--- config.mk ---
export PLATFORM = sky130hd
export DESIGN_NAME = instr_encoder
export DESIGN_NICKNAME = d
export VERILOG_FILES = /design/src/rtl/instr_encoder.sv
export SDC_FILE = /design/constraint.sdc
export NUM_CORES = 1
export LEC_CHECK = 0
export ABC_AREA = 1
export CAP_MARGIN = 0
export CORE_MARGIN = 2
export CORE_UTILIZATION = 50
export DETAILED_ROUTE_END_ITERATION = 10
export PLACE_DENSITY = 0.77
export SLEW_MARGIN = 20
export SYNTH_ARGS = -nofsm -noshare
export SYNTH_HDL_FRONTEND = slang
export SYNTH_SLANG_ARGS = --single-unit
export TNS_END_PERCENT = 10
--- constraint.sdc ---
create_clock -name clk -period 9.1 [get_ports clk]
set_input_delay 1.82 -clock clk [delete_from_list [all_inputs] [get_ports clk]]
set_output_delay 1.82 -clock clk [all_outputs]
set_load 0.05 [all_outputs]
--- src/rtl/instr_encoder.sv ---
// RV32I instruction encoder: packs decoded fields into a 32-bit word, stamps an imem
// byte address and queues the result in a 2-entry output FIFO.
module instr_encoder #(
  parameter int WIDTH     = 32,
  parameter int ADDR_STEP = 4
) (
  input  logic             clk,
  input  logic             rst,
  input  logic             in_valid,
  output logic             in_ready,
  input  logic [3:0]       kind,
  input  logic [4:0]       rd,
  input  logic [4:0]       rs1,
  input  logic [4:0]       rs2,
  input  logic [2:0]       funct3,
  input  logic [6:0]       funct7,
  input  logic [31:0]      imm,
  input  logic             addr_load,
  input  logic [WIDTH-1:0] addr_base,
  output logic             out_valid,
  input  logic             out_ready,
  output logic [WIDTH-1:0] out_instr,
  output logic [WIDTH-1:0] out_addr,
  output logic             err_kind,
  output logic             err_imm,
  output logic [15:0]      count
);

  localparam logic [3:0] K_LUI     = 4'd0;
  localparam logic [3:0] K_AUIPC   = 4'd1;
  localparam logic [3:0] K_JAL     = 4'd2;
  localparam logic [3:0] K_JALR    = 4'd3;
  localparam logic [3:0] K_BRANCH  = 4'd4;
  localparam logic [3:0] K_LOAD    = 4'd5;
  localparam logic [3:0] K_STORE   = 4'd6;
  localparam logic [3:0] K_OPIMM   = 4'd7;
  localparam logic [3:0] K_OP      = 4'd8;
  localparam logic [3:0] K_MISCMEM = 4'd9;
  localparam logic [3:0] K_SYSTEM  = 4'd10;

  logic [31:0]      word;
  logic             kind_ok;
  logic             imm_bad;
  logic             fit12, fit13, fit21;
  logic             acc, enq, deq;
  logic [WIDTH-1:0] mem_instr [2];
  logic [WIDTH-1:0] mem_addr [2];
  logic             rptr, wptr;
  logic [1:0]       occ;
  logic [WIDTH-1:0] addr_ctr;
  logic [WIDTH-1:0] base_al;
  logic [WIDTH-1:0] stamp;
  logic             base_unused;

  assign base_unused = ^addr_base[1:0];

  // Sign-representability: all bits above the field's sign bit equal the sign bit.
  assign fit12 = (&imm[31:11]) | ~(|imm[31:11]);
  assign fit13 = (&imm[31:12]) | ~(|imm[31:12]);
  assign fit21 = (&imm[31:20]) | ~(|imm[31:20]);

  always_comb begin
    word    = 32'd0;
    kind_ok = 1'b1;
    imm_bad = 1'b0;
    case (kind)
      K_LUI: begin
        word    = {imm[31:12], rd, 7'b0110111};
        imm_bad = |imm[11:0];
      end
      K_AUIPC: begin
        word    = {imm[31:12], rd, 7'b0010111};
        imm_bad = |imm[11:0];
      end
      K_JAL: begin
        word    = {imm[20], imm[10:1], imm[11], imm[19:12], rd, 7'b1101111};
        imm_bad = imm[0] | ~fit21;
      end
      K_JALR: begin
        word    = {imm[11:0], rs1, funct3, rd, 7'b1100111};
        imm_bad = ~fit12;
      end
      K_BRANCH: begin
        word    = {imm[12], imm[10:5], rs2, rs1, funct3, imm[4:1], imm[11], 7'b1100011};
        imm_bad = imm[0] | ~fit13;
      end
      K_LOAD: begin
        word    = {imm[11:0], rs1, funct3, rd, 7'b0000011};
        imm_bad = ~fit12;
      end
      K_STORE: begin
        word    = {imm[11:5], rs2, rs1, funct3, imm[4:0], 7'b0100011};
        imm_bad = ~fit12;
      end
      K_OPIMM: begin
        word    = {imm[11:0], rs1, funct3, rd, 7'b0010011};
        imm_bad = ~fit12;
      end
      K_OP: begin
        word    = {funct7, rs2, rs1, funct3, rd, 7'b0110011};
      end
      K_MISCMEM: begin
        word    = {imm[11:0], rs1, funct3, rd, 7'b0001111};
        imm_bad = ~fit12;
      end
      K_SYSTEM: begin
        word    = {imm[11:0], rs1, funct3, rd, 7'b1110011};
        imm_bad = ~fit12;
      end
      default: kind_ok = 1'b0;
    endcase
  end

  assign in_ready  = (occ != 2'd2);
  assign out_valid = (occ != 2'd0);
  assign out_instr = mem_instr[rptr];
  assign out_addr  = mem_addr[rptr];

  assign acc     = in_valid && in_ready;
  assign enq     = acc && kind_ok;
  assign deq     = out_valid && out_ready;
  assign base_al = {addr_base[WIDTH-1:2], 2'b00};
  assign stamp   = addr_load ? base_al : addr_ctr;

  always_ff @(posedge clk or posedge rst) begin
    if (rst) begin
      mem_instr[0] <= '0;
      mem_instr[1] <= '0;
      mem_addr[0]  <= '0;
      mem_addr[1]  <= '0;
      rptr         <= 1'b0;
      wptr         <= 1'b0;
      occ          <= 2'd0;
      addr_ctr     <= '0;
      count        <= 16'd0;
      err_kind     <= 1'b0;
      err_imm      <= 1'b0;
    end else begin
      if (enq) begin
        mem_instr[wptr] <= word;
        mem_addr[wptr]  <= stamp;
        wptr            <= ~wptr;
        addr_ctr        <= stamp + WIDTH'(ADDR_STEP);
      end else if (addr_load) begin
        addr_ctr <= base_al;
      end
      if (deq) begin
        rptr  <= ~rptr;
        count <= count + 16'd1;
      end
      // Simultaneous enqueue and dequeue leaves occupancy unchanged.
      if (enq && !deq)      occ <= occ + 2'd1;
      else if (!enq && deq) occ <= occ - 2'd1;
      if (acc && !kind_ok)       err_kind <= 1'b1;
      if (acc && kind_ok && imm_bad) err_imm <= 1'b1;
    end
  end

endmodule

==> impl_metrics.csv <==
group,metric,value,unit
final_layout,drive_above_1_share,7.15,%
route,drc,0,
place,dp.cells,1756,
place,dpl-instance-area,11700,µm²
worst_setup_path,ff2ff_path_depth,8,
yosys,synthesis.area,9840,µm²
final_layout,diodes,0,
sta,period_share,48.7,%
clock_tree,post_cts_buffers,0,
clock_tree,clock_path_buffers,2,
yosys,synth_cell_types,40,
global_route,antenna_found_initial,0,
power_and_ir_drop,combPwrFrac,50.0,%
place,post-dp-hpwl,17.9,mm
run,cap_violations,0,
power_and_ir_drop,swShare,47.3,%
route,wire_per_inst,14.4,µm
yosys,async_flop_share,100,%
yosys,synth-edff-count,0,
worst_setup_path,r2r_end,"occ[1]$_DFFE_PP0P_",
min_path,hold_class,"register to register",
die,die_y,144,µm
yosys,syn-num-nets,1460,
clock_tree,htreeDepth,4,
global_route,top_usage_layer,"met2",
clock_tree,cts_tree,"built",
power_and_ir_drop,ir_drop,0.000249,V
sta,rsz0062_at_grt,"no",
route,viasPerCell,5.02,
clock_tree,clock-root-buffer,"clkbuf_16",
power_and_ir_drop,p_seq_share,31.8,%
die,rows,51,
clock_tree,postCtsHoldBufs,0,
final_layout,nets,1612,
worst_setup_path,reg2reg_slack,6.67,ns
yosys,yosysWarningCount,0,
worst_setup_path,path_max_fanout,82,
sta,fin_worst_skew,0.0130,ns
die,num_io_pins,182,
global_route,track_usage,25.5,%
power_and_ir_drop,clkPwrFrac,18.2,%
worst_setup_path,worstSetupPathType,"register to primary output",
worst_setup_path,regToRegStartpoint,"occ[0]$_DFFE_PP0P_",
sta,finalHoldViolations,0,
final_layout,area_delta_synth_final,25.0,%
min_path,hold_end,"mem_instr[33]$_DFFE_PP0P_",
clock_tree,cts_made_buffers,17,
global_route,met2_usage,40.5,%
yosys,synthCells,1359,
clock_tree,cts.sinks,180,
sta,setup_violations,0,
final_layout,fin_area,12300,µm²
min_path,hold_depth,2,
yosys,postSynthAreaPerCell,7.24,µm²
clock_tree,clk_latency,0.43,ns
route,vias,8984,
power_and_ir_drop,p_per_area,320,nW/µm²
clock_tree,cts_resized,0,
global_route,grt_first_pass_wirelength,42.0,mm
sta,slew_headroom,34.1,%
sta,drv_slew,0,
global_route,met1_usage,35.3,%
sta,setup_tns,0,ns
route,drtAntennaViolNets,0,
worst_setup_path,crit_required,7.28,ns
sta,fmax,0.226,GHz
yosys,synth_seq_area_share,45.8,%
die,die_width,144,µm
die,die_area,20800,µm²
yosys,synth_ff_type,"dfrtp_1",
power_and_ir_drop,internal-power,2.07,mW
global_route,grt_start_max_net_pins,114,
route,drt_iter0_drc,602,
global_route,grt_remaining_overflow,0,
power_and_ir_drop,power.leakage,5.99,nW
route,finalWirelength,25.8,mm
run_status,status,"complete, no violations",
worst_setup_path,arrival,2.61,ns
global_route,grt_util_met3,5.33,%
sta,min_period,4.43,ns
worst_setup_path,end_kind,"primary output",
place,gp_congestion,0.921,
sta,worst_pin_slew,0.989,ns
die,start_util,50.7,%
die,core,19400,µm²
global_route,first_global_vias,8634,
yosys,ys_ff_latch,180,
worst_setup_path,setup.worst_path.start_class,"register",
min_path,min_from,"mem_instr[33]$_DFFE_PP0P_",
final_layout,fin_cells,1789,
clock_tree,cts.reportedPaths.clkPinSlew,0.07,ns
route,drt_pass1_iterations,5,
place,port_buffers,179,
power_and_ir_drop,p_sw,1.86,mW
[layout make-up]
type / instances / area (µm²)
clock inverter: 14 / 135
sequential: 180 / 4510
multi-input combinational: 968 / 4430
clock buffer: 18 / 439
tap: 265 / 332
inverter: 160 / 611
timing repair buffer: 184 / 1850
fill: 1787 / 7090
[cell usage in the layout, fill, tap and decap left out, drive strengths merged, types with 6 or more instances in the layout]
master	Yosys	routed
nor2	101	101
inv	160	168
clkbuf	26	18
xor2	29	29
nand3	33	33
buf	25	6
nor3	7	7
dfrtp	180	180
clkdlybuf4s50	0	178
nand2	587	587
o21ai	168	168
nand4	17	17
[through the flow]
step	setup slack, ns	power, mW	hold slack [ns]	utilization, %
floorplan	2.39	2.59	0.419	-
finish	4.67	3.93	0.452	63.4
global placement	4.54	3.18	0.431	60.3
global route	4.54	4.17	0.485	63.4
CTS	4.05	3.94	0.453	63.3
detailed placement	4.52	3.22	0.436	60.3
[worst max-delay path by stage]
stage / from / to / cells past startpoint
after floorplan: rst / addr_ctr[0]$_DFF_PP0_ / 1
after global placement: rptr$_DFFE_PP0P_ / out_instr[30] / 4
after detailed placement: rptr$_DFFE_PP0P_ / out_instr[12] / 4
after CTS: rptr$_DFFE_PP0P_ / out_instr[12] / 4
after global routing: rptr$_DFFE_PP0P_ / out_instr[26] / 4
final: rptr$_DFFE_PP0P_ / out_instr[3] / 3
[critical path, stage by stage (launching register included)]
cell             delay [ns]
dfrtp_4                0.63
buf_16                 0.27
o21ai_0                0.37
clkdlybuf4s50_1        0.87
[Yosys cell counts, drive strengths merged (4+ instances only)]
| cell type | instances | share of area [%] |
|---|---|---|
| o21ai | 168 | 8.7 |
| nand3 | 33 | 1.7 |
| a22oi | 4 | 0.31 |
| xor2 | 29 | 2.6 |
| xnor2 | 5 | 0.44 |
| nand4 | 17 | 1.2 |
| a21oi | 4 | 0.24 |
| nor3 | 7 | 0.62 |
| nand2 | 587 | 23 |
| buf | 25 | 2.1 |
| dfrtp | 180 | 46 |
| inv | 160 | 6.2 |
| nor2 | 101 | 4.8 |
| clkbuf | 26 | 0.99 |
[flip-flops by register name (all words and copies together) (netlist names)]
name / flops
mem_addr: 64
mem_instr: 62
addr_ctr: 32
count: 16
occ: 2
err_imm: 1
err_kind: 1
rptr: 1
wptr: 1
[power groups by stage]
| stage | registers [mW] | clock network [mW] | logic [mW] |
|---|---|---|---|
| 6_report | 1.25 | 0.715 | 1.97 |
| 5_1_grt | 1.29 | 0.760 | 2.13 |
| 4_1_cts | 1.30 | 0.729 | 1.92 |
| 3_5_place_dp | 1.31 | 0 | 1.91 |
| 3_3_place_gp | 1.30 | 0 | 1.88 |
| 2_1_floorplan | 1.25 | 0 | 1.34 |
[cells by family after synthesis]
kind of cell	after synthesis	synth area share, %
xor gates and xnor gates	34	3.03
buffers and inverters	211	9.22
AOI/OAI and AO/OA	181	9.58
DFF	180	45.8
adders and majority gates	3	0.381
and+or+nand+nor	750	32.0
[metal layers]
layer / up-vias / wire (µm)
li1: 4492 / -
met1: 4131 / 11600
met2: 325 / 11700
met3: 36 / 1850
met4: 0 / 576
met5: - / 0
(Power assumes the default switching activity.)
